## config.mk

```make
export PLATFORM = sky130hd
export DESIGN_NAME = path_replay
export DESIGN_NICKNAME = d
export VERILOG_FILES = /design/src/rtl/maze_pkg.sv /design/src/rtl/path_buffer.sv /design/src/rtl/path_replay.sv
export SDC_FILE = /design/constraint.sdc
export NUM_CORES = 1
export LEC_CHECK = 0
export ABC_AREA = 0
export CORE_MARGIN = 1.5
export CORE_UTILIZATION = 55
export CTS_CLUSTER_SIZE = 10
export DETAILED_ROUTE_END_ITERATION = 6
export PLACE_DENSITY = 0.71
export SETUP_SLACK_MARGIN = 0.2
export SLEW_MARGIN = 20
export SYNTH_ARGS = -nofsm -noshare
export SYNTH_HDL_FRONTEND = slang
export SYNTH_SLANG_ARGS = --single-unit
```

## constraint.sdc

```tcl
create_clock -name clk -period 8.07 [get_ports clk]
set_clock_uncertainty 0.05 [all_clocks]
set_input_delay 2.421 -clock clk [delete_from_list [all_inputs] [get_ports clk]]
set_output_delay 2.421 -clock clk [all_outputs]
set_load 0.01 [all_outputs]
```

## src/rtl/maze_pkg.sv

```systemverilog
`default_nettype none
// ============================================================================
// Module      : maze_pkg
// Description : Shared types and default sizes for the maze path replay
//               slice: direction encoding, replay FSM states and defaults.
// Revision    : 1.0 - initial release
// ============================================================================
package maze_pkg;

  localparam int DIR_W_DEF   = 2;
  localparam int DEPTH_DEF   = 256;
  localparam int COORD_W_DEF = 4;

  // Move encoding shared with the direction stack
  typedef enum logic [DIR_W_DEF-1:0] {
    UP    = 2'd0,
    RIGHT = 2'd1,
    DOWN  = 2'd2,
    LEFT  = 2'd3
  } dir_t;

  // Replay controller states
  typedef enum logic [2:0] {
    ST_IDLE    = 3'd0,
    ST_CHECK   = 3'd1,
    ST_POP     = 3'd2,
    ST_CAPTURE = 3'd3,
    ST_REPLAY  = 3'd4,
    ST_FINISH  = 3'd5
  } replay_state_t;

endpackage
`default_nettype wire

```

## src/rtl/path_buffer.sv

```systemverilog
`default_nettype none
// ============================================================================
// Module      : path_buffer
// Description : DEPTH x DIR_W local store for drained moves. Synchronous
//               write, combinational read. Contents are not reset.
// Revision    : 1.0 - initial release
// ============================================================================
module path_buffer #(
  parameter int DIR_W = 2,
  parameter int DEPTH = 256,
  parameter int AW    = $clog2(DEPTH)
) (
  input  logic             clk,
  input  logic             wr_en,
  input  logic [AW-1:0]    wr_addr,
  input  logic [DIR_W-1:0] wr_data,
  input  logic [AW-1:0]    rd_addr,
  output logic [DIR_W-1:0] rd_data
);

  logic [DIR_W-1:0] mem [DEPTH];

  // Capture one drained move per write strobe
  always_ff @(posedge clk) begin
    if (wr_en) begin
      mem[wr_addr] <= wr_data;
    end
  end

  assign rd_data = mem[rd_addr];

endmodule
`default_nettype wire

```

## src/rtl/path_replay.sv

```systemverilog
`default_nettype none
// ============================================================================
// Module      : path_replay
// Description : Drains the solver's direction LIFO into a local buffer, then
//               replays the moves oldest-first on a valid/ready stream while
//               tracking the resulting (x, y) cell.
//               Build option: PATH_REPLAY_COORD_EN compiles in the coordinate
//               tracker; without it x_out/y_out are tied to zero.
// Revision    : 1.0 - initial release
// ============================================================================
module path_replay
  import maze_pkg::*;
#(
  parameter int DIR_W   = DIR_W_DEF,
  parameter int DEPTH   = DEPTH_DEF,
  parameter int COORD_W = COORD_W_DEF
) (
  input  logic               clk,
  input  logic               rst,
  input  logic               start,
  output logic               stk_pop,
  input  logic [DIR_W-1:0]   stk_data,
  input  logic               stk_empty,
  output logic [DIR_W-1:0]   dir_out,
  output logic               dir_valid,
  input  logic               dir_ready,
  output logic [COORD_W-1:0] x_out,
  output logic [COORD_W-1:0] y_out,
  output logic               busy,
  output logic               done,
  output logic               overflow
);

  localparam int AW = $clog2(DEPTH);
  localparam int CW = AW + 1;
  localparam logic [CW-1:0] FULL = CW'(DEPTH);

  replay_state_t    state;
  replay_state_t    state_nxt;
  logic [CW-1:0]    cnt;
  logic [AW-1:0]    idx;
  logic             ovf;
  logic             buf_wr;
  logic             xfer;
  logic             launch;
  logic [DIR_W-1:0] rd_data;

  // Local copy of the drained path; slot 0 holds the most recent move
  path_buffer #(
    .DIR_W (DIR_W),
    .DEPTH (DEPTH),
    .AW    (AW)
  ) u_buf (
    .clk     (clk),
    .wr_en   (buf_wr),
    .wr_addr (cnt[AW-1:0]),
    .wr_data (stk_data),
    .rd_addr (idx),
    .rd_data (rd_data)
  );

  // State register
  always_ff @(posedge clk or posedge rst) begin
    if (rst) begin
      state <= ST_IDLE;
    end else begin
      state <= state_nxt;
    end
  end

  // Next-state and Moore-style strobes
  always_comb begin
    state_nxt = state;
    stk_pop   = 1'b0;
    dir_valid = 1'b0;
    busy      = 1'b1;
    done      = 1'b0;
    buf_wr    = 1'b0;
    case (state)
      ST_IDLE: begin
        busy = 1'b0;
        if (start) state_nxt = ST_CHECK;
      end
      ST_CHECK: begin
        // Stop draining on an empty stack or a full buffer
        if (stk_empty || (cnt == FULL)) state_nxt = ST_REPLAY;
        else                            state_nxt = ST_POP;
      end
      ST_POP: begin
        stk_pop   = 1'b1;
        state_nxt = ST_CAPTURE;
      end
      ST_CAPTURE: begin
        buf_wr    = 1'b1;
        state_nxt = ST_CHECK;
      end
      ST_REPLAY: begin
        if (cnt == '0) begin
          state_nxt = ST_FINISH;
        end else begin
          dir_valid = 1'b1;
          if (dir_ready && (idx == '0)) state_nxt = ST_FINISH;
        end
      end
      ST_FINISH: begin
        done      = 1'b1;
        state_nxt = ST_IDLE;
      end
      default: state_nxt = ST_IDLE;
    endcase
  end

  assign launch   = (state == ST_IDLE) && start;
  assign xfer     = dir_valid && dir_ready;
  // Buffer read is only meaningful while presenting a move
  assign dir_out  = dir_valid ? rd_data : '0;
  assign overflow = ovf;

  // Fill count, replay index and sticky overflow flag
  always_ff @(posedge clk or posedge rst) begin
    if (rst) begin
      cnt <= '0;
      idx <= '0;
      ovf <= 1'b0;
    end else if (launch) begin
      cnt <= '0;
      idx <= '0;
      ovf <= 1'b0;
    end else begin
      if ((state == ST_CHECK) && !stk_empty && (cnt == FULL)) ovf <= 1'b1;
      if (buf_wr) begin
        cnt <= cnt + 1'b1;
        // idx tracks the newest slot so replay starts at cnt-1
        idx <= cnt[AW-1:0];
      end
      if (xfer && (idx != '0)) idx <= idx - 1'b1;
    end
  end

`ifdef PATH_REPLAY_COORD_EN
  logic [COORD_W-1:0] pos_x;
  logic [COORD_W-1:0] pos_y;

  // Apply each accepted move to the position, wrapping modulo 2^COORD_W
  always_ff @(posedge clk or posedge rst) begin
    if (rst) begin
      pos_x <= '0;
      pos_y <= '0;
    end else if (launch) begin
      pos_x <= '0;
      pos_y <= '0;
    end else if (xfer) begin
      case (dir_t'(rd_data[1:0]))
        UP:      pos_y <= pos_y + 1'b1;
        RIGHT:   pos_x <= pos_x + 1'b1;
        DOWN:    pos_y <= pos_y - 1'b1;
        LEFT:    pos_x <= pos_x - 1'b1;
        default: pos_x <= pos_x;
      endcase
    end
  end

  assign x_out = pos_x;
  assign y_out = pos_y;
`else
  assign x_out = '0;
  assign y_out = '0;
`endif

endmodule
`default_nettype wire

```

## Yosys cells after proc, flatten, opt, wreduce, memory -nomap -nowiden

Memory sizes are Yosys's and may differ from the RTL's.
Index checks and enable logic that the tools add are counted.

| word-level totals | value |
|---|---|
| register bits | 21 |
| bits in writable memories | 512 |
| output and inout port bits | 15 |
| logic and storage cells | 52 |
| memories kept | 1 |

Memory list:

| memory | depth | bits a word | read ports | clocked after Yosys merged registers in | wr ports | RTL line | text |
|---|---|---|---|---|---|---|---|
| u_buf.mem | 256 | 2 | 1 | 0 | 1 | path_buffer.sv:21 | `logic [DIR_W-1:0] mem [DEPTH];` |

| cells by class | value |
|---|---|
| add/subtract/negate cells | 2 |
| equal/unequal tests | 8 |
| multiplexer cells | 21 |
| reductions and logical operators | 16 |

Operators with widths:

| kind | count |
|---|---|
| $mux 8 | 3 |
| $mux 9 | 2 |
| $pmux 3 s5 | 1 |
| $mux 3 | 4 |
| $mux 1 | 10 |
| $add 9x1->9 const B | 1 |
| $eq 9x9->1 const B | 1 |
| $logic_not 9->1 | 1 |
| $logic_not 8->1 | 1 |
| $reduce_bool 8->1 | 1 |
| $sub 8x1->8 const B | 1 |
| $eq 3x2->1 const B | 2 |
| $eq 3x3->1 const B | 2 |
| $logic_and 1x1->1 | 6 |
| $reduce_bool 2->1 | 2 |
| $eq 3x1->1 const B | 1 |
| $logic_not 3->1 | 1 |
| $ne 3x3->1 const B | 1 |
| $reduce_bool 3->1 | 1 |
| $mux 2 | 1 |
| $ne 2x2->1 const B | 1 |
| $reduce_and 2->1 | 1 |
| $logic_not 1->1 | 1 |
| $logic_or 1x1->1 | 1 |

## Depth between registers and ports, before layout

Gate-level depths: netlist (run 1).

| depth | value |
|---|---|
| word-level depth | 7 |
| depth in mapped cells | 12 |
| depth with buffers taken out | 8 |

## Hierarchy

A second synthesis (run 1) with hierarchy kept.

| unflattened totals | value |
|---|---|
| cells, all modules | 1,393 |
| area total of the unflattened synthesis | 22,729.3 µm² |

By module, submodules not included:

| module | times used | cells each | area an instance (µm²) |
|---|---|---|---|
| path_buffer | 1 | 1,240 | 21,341.7 |
| path_replay | 1 | 153 | 1,387.6 |

## Least setup slack after synthesis (run 1)

Ideal clock, no wire load.

| timing | value |
|---|---|
| kind | register -> output |
| start point | register idx[0] |
| end point | output dir_out[0] |
| arrival time | 2,282 ps |
| path slack | 3,317 ps |
| stages on the path, launching flop included | 10 |
| cells stage by stage | dfrtp_1 -> buf_6 -> buf_6 -> buf_2 -> mux4_2 -> a22oi_1 -> nand3_1 -> o21ai_0 -> nor3_1 -> or3_1 |

| on the way | value |
|---|---|
| cells in the longest elaborated chain, start to end | 2 |

RTL lines:

| what | RTL line | text |
|---|---|---|
| start, declared | path_replay.sv:41 | `logic [AW-1:0] idx;` |
| start signal, assigned | path_replay.sv:134 | `idx <= cnt[AW-1:0];` |
| start signal, assigned | path_replay.sv:136 | `if (xfer && (idx != '0)) idx <= idx - 1'b1;` |
| $mem_v2 256x2 | - |  |
| $mux 2 | path_replay.sv:116 | `assign dir_out = dir_valid ? rd_data : '0;` |
| end, declared | path_replay.sv:24 | `output logic [DIR_W-1:0] dir_out,` |

No other way between the ends.

## Worst setup path in the final report (run 1)

| timing | value |
|---|---|
| start point | register idx[1] |
| end point | output dir_out[0] |

Same word-level chain as after synthesis.

==> key figures, run 1 <==
Cells and area
  – P&R area growth vs syn: 9.77%
  – Layout cells sized above 1: 14.6%
  – Final Util: 61.5%
  – Fin nets: 1433
  – Final Cell Area: around 25000 um2
  – Fillers: about 2900
  – Antenna cell count: 0

Worst setup path
  – Setup crit start kind: register
  – Crit-path cells: nand2_1 > o221ai_1 > o22ai_1 > o21ai_0 > nand4_1 > nor4_1 > or3_1 > clkdlybuf4s50_1
  – Critical path's slowest cell: dfrtp_4
  – Arr. time, crit path: around 4.7 ns
  – Req. time, crit path: around 5.6 ns
  – CP endpoint kind: output pin
  – Register-to-register path setup slack: ~4.7 ns
  – Worst R2R Start: idx[0]$_DFFE_PP0P_
  – FF-to-FF path depth: 8
  – Delay of the slowest critical-path stage: 1.09 ns
  – Setup CP Type: reg -> out
  – RR Endpoint: idx[4]$_DFFE_PP0P_
  – Crit Path Max Fanout: 62

GRT
  – Vias in the first global route: 12600
  – First-pass GRT wire length: between 70000 and 80000 um
  – Largest net degree at the start of global routing: around 160
  – Total gr overflow: 0
  – Gr usage total: a little over a quarter
  – Initial antenna violation count: 2

Placement
  – Dpl ws: between 1.5 and 2 ns
  – Post-DP Area: ~23000 um2
  – PortBufs: 13
  – DPL Wire Length: about 31000 um
  – Gpl congestion: between 0.8 and 0.9

Flow run
  – Max Cap Viol: 0

Clock network
  – Clock Latency Late Sink: slightly above 0.6 ns
  – Setup Buffers After CTS: 0
  – H-tree depth: 2
  – Root Buffer: clkbuf_16
  – CTS Buf Count: 59
  – Clock-pin transition on the worst setup and hold timing paths: ~0.060 ns
  – Sink Count: roughly 530
  – Clock tree from TritonCTS: built
  – Post-CTS sizing: 0
  – Deepest clock path buffer count: 3
  – Number of buffers inserted by hold repair at cts: 0

Die
  – Row Count: 73
  – Core ar.: 39900 um2
  – Initial Util: a little under three fifths
  – Die width: 205 um
  – Chip Height: slightly above 200 um
  – Die area: 41800 um2
  – I/O pin total: 22

Synthesis
  – Unique cell type count in the Yosys netlist: 55
  – Dominant cell type by area after synthesis: edfxtp_1
  – Ranking of synthesized cells by area: edfxtp_1, mux4_2, nor2_1
  – Yosys warns: 0
  – Post-synth top area share: ~69%
  – Synth Register Bits: 533
  – Sequential share of the synthesized area: between 70% and 80%
  – Ys async rst share: ~3.9%
  – Post-synth EDFFs: between 500 and 600
  – Syn_area_per_cell: around 16 um2
  – Top_reg_cell synth: edfxtp_1
  – Post-Syn Instances: approximately 1400
  – Syn Std Cell Area: between 20000 and 25000 um2
  – Most common cell in the synthesized netlist: edfxtp_1
  – Post-synth top cells: edfxtp_1, nor2_1, mux4_2, mux2i_1, nand2_1

Drt
  – # DRC: 0
  – ANT nets after route: 0
  – Met2 WL post-DR: 24200 um
  – DR vias: between 10000 and 15000
  – DRT iter0 DRCs: ~1500
  – Drt total wl: 52600 um
  – Highest routed layer: met5
  – Wire length per cell: roughly 27 um
  – Vias/cell: between 6 and 7
  – First-pass DRT Iterations: 7
  – Met3 wire len: 5530 um
  – Met1 wire length: 21000 um

STA
  – Measured slew at the worst slew-check pin: between 1 and 1.5 ns
  – Setup WS post-layout: 0.946 ns
  – Fmax: ~0.14 GHz
  – Minimum clock period: just over 7 ns
  – Setup violators final: 0
  – TNS Setup: 0 ns
  – Final hold slack: ~0.46 ns
  – RSZ-0062 raised after global routing: false
  – Final worst-path cycle share: about nine tenths
  – Rel. slew slack: between 20% and 30%
  – Final hold vios: 0
  – Max-slew violations: 0

Power
  – Leakage: 7.38 nW
  – P per Cell Area: between 200 and 300 nW/um2
  – VDD IR max: approximately 0.00016 V

Hold path
  – Hold Path End: overflow$_DFFE_PP0P_
  – HP Start: overflow$_DFFE_PP0P_
  – Hold path depth: 2
  – Hold Crit Class: reg -> reg

Run status
  – Status: complete, no violations
-- cell usage in the layout, fill, tap and decap left out, types with 9 or more instances in the layout --
| master | instances |
|---|---|
| buf_4 | 31 |
| nor3_1 | 11 |
| nand4_1 | 11 |
| clkbuf_16 | 59 |
| nand3_1 | 32 |
| o21ai_0 | 19 |
| mux4_2 | 100 |
| nand2_1 | 62 |
| and3_1 | 9 |
| clkbuf_1 | 26 |
| nor2b_1 | 10 |
| inv_1 | 9 |
| nor2_1 | 292 |
| o221ai_1 | 9 |
| a221oi_1 | 13 |
| a21oi_1 | 25 |
| a22oi_1 | 13 |
| clkdlybuf4s50_1 | 11 |
| edfxtp_1 | 512 |
| mux2i_1 | 70 |
| dfrtp_1 | 18 |
-- flip-flops by register name (all words and copies together), names as in the netlist --
register / flops
cnt: 9
idx: 8
overflow: 1
state: 3
u_buf.mem: 512
-- how the worst max path moves through the flow --
stage	end	slack, ns	start	depth (start not counted)
2_1_floorplan	dir_out[0]	3.32	idx[0]$_DFFE_PP0P_	9
3_3_place_gp	dir_out[0]	1.63	idx[1]$_DFFE_PP0P_	8
3_5_place_dp	dir_out[0]	1.64	idx[0]$_DFFE_PP0P_	8
4_1_cts	dir_out[0]	0.99	idx[0]$_DFFE_PP0P_	8
5_1_grt	dir_out[1]	0.76	idx[0]$_DFFE_PP0P_	9
6_report	dir_out[0]	0.95	idx[1]$_DFFE_PP0P_	8
-- logic make-up after synthesis --
family / Yosys count / synth area share (%)
compound gates: 119 / 3.71
xor+xnor: 6 / 0.235
fa+ha+maj: 6 / 0.336
buf+inv: 118 / 2.60
flops: 533 / 71.2
mux: 172 / 13.3
other cells: 1 / 0.0168
simple gates: 457 / 8.63
-- through the flow --
step / power, W / std cells
final: 0.00681 / 1973
after global routing: 0.00706 / 1973
after CTS: 0.00684 / 1973
after detailed placement: 0.00454 / 1884
after global placement: 0.00452 / 1884
after floorplan: 0.00420 / 1419
-- critical path, delay by kind of cell (launching register included) --
family / cells / cell delay, ns
compound gates: 3 / 0.98
buf+inv: 1 / 0.55
simple gates: 4 / 1.38
flops: 1 / 1.09
-- routing by layer --
| layer | up-vias | global-route usage [%] |
|---|---|---|
| met1 | 6538 | 37.0 |
| met3 | 119 | 6.19 |
| li1 | 5434 | - |
| met4 | 4 | 9.90 |
| met2 | 676 | 39.4 |
| met5 | - | 0 |
-- final cells by class --
cell class | count | area (um2) | area share, %
well taps | 525 | 657 | 2.68
clock inverters | 4 | 33.8 | 0.138
multi-input cells | 768 | 5900 | 24.1
repair buffers | 46 | 408 | 1.66
clock buffers | 85 | 1570 | 6.42
inverters | 12 | 45.0 | 0.184
flip-flops and latches | 533 | 15900 | 64.9
-- where the power goes --
| part | switching (W) | leakage [nW] | internal (W) |
|---|---|---|---|
| logic | 0.000645 | 1.72 | 0.000623 |
| registers | 0.000161 | 4.88 | 0.00305 |
| clock network | 0.00100 | 0.772 | 0.00133 |
Note: power is estimated with default switching activity, not from simulation.
==> inputs of run 2 (changes only) <==
Settings changed: ABC_CLOCK_PERIOD_IN_PS set to 8070.
==> results of run 2 <==
Final layout, timing and power as in run 1 (identical DEF).
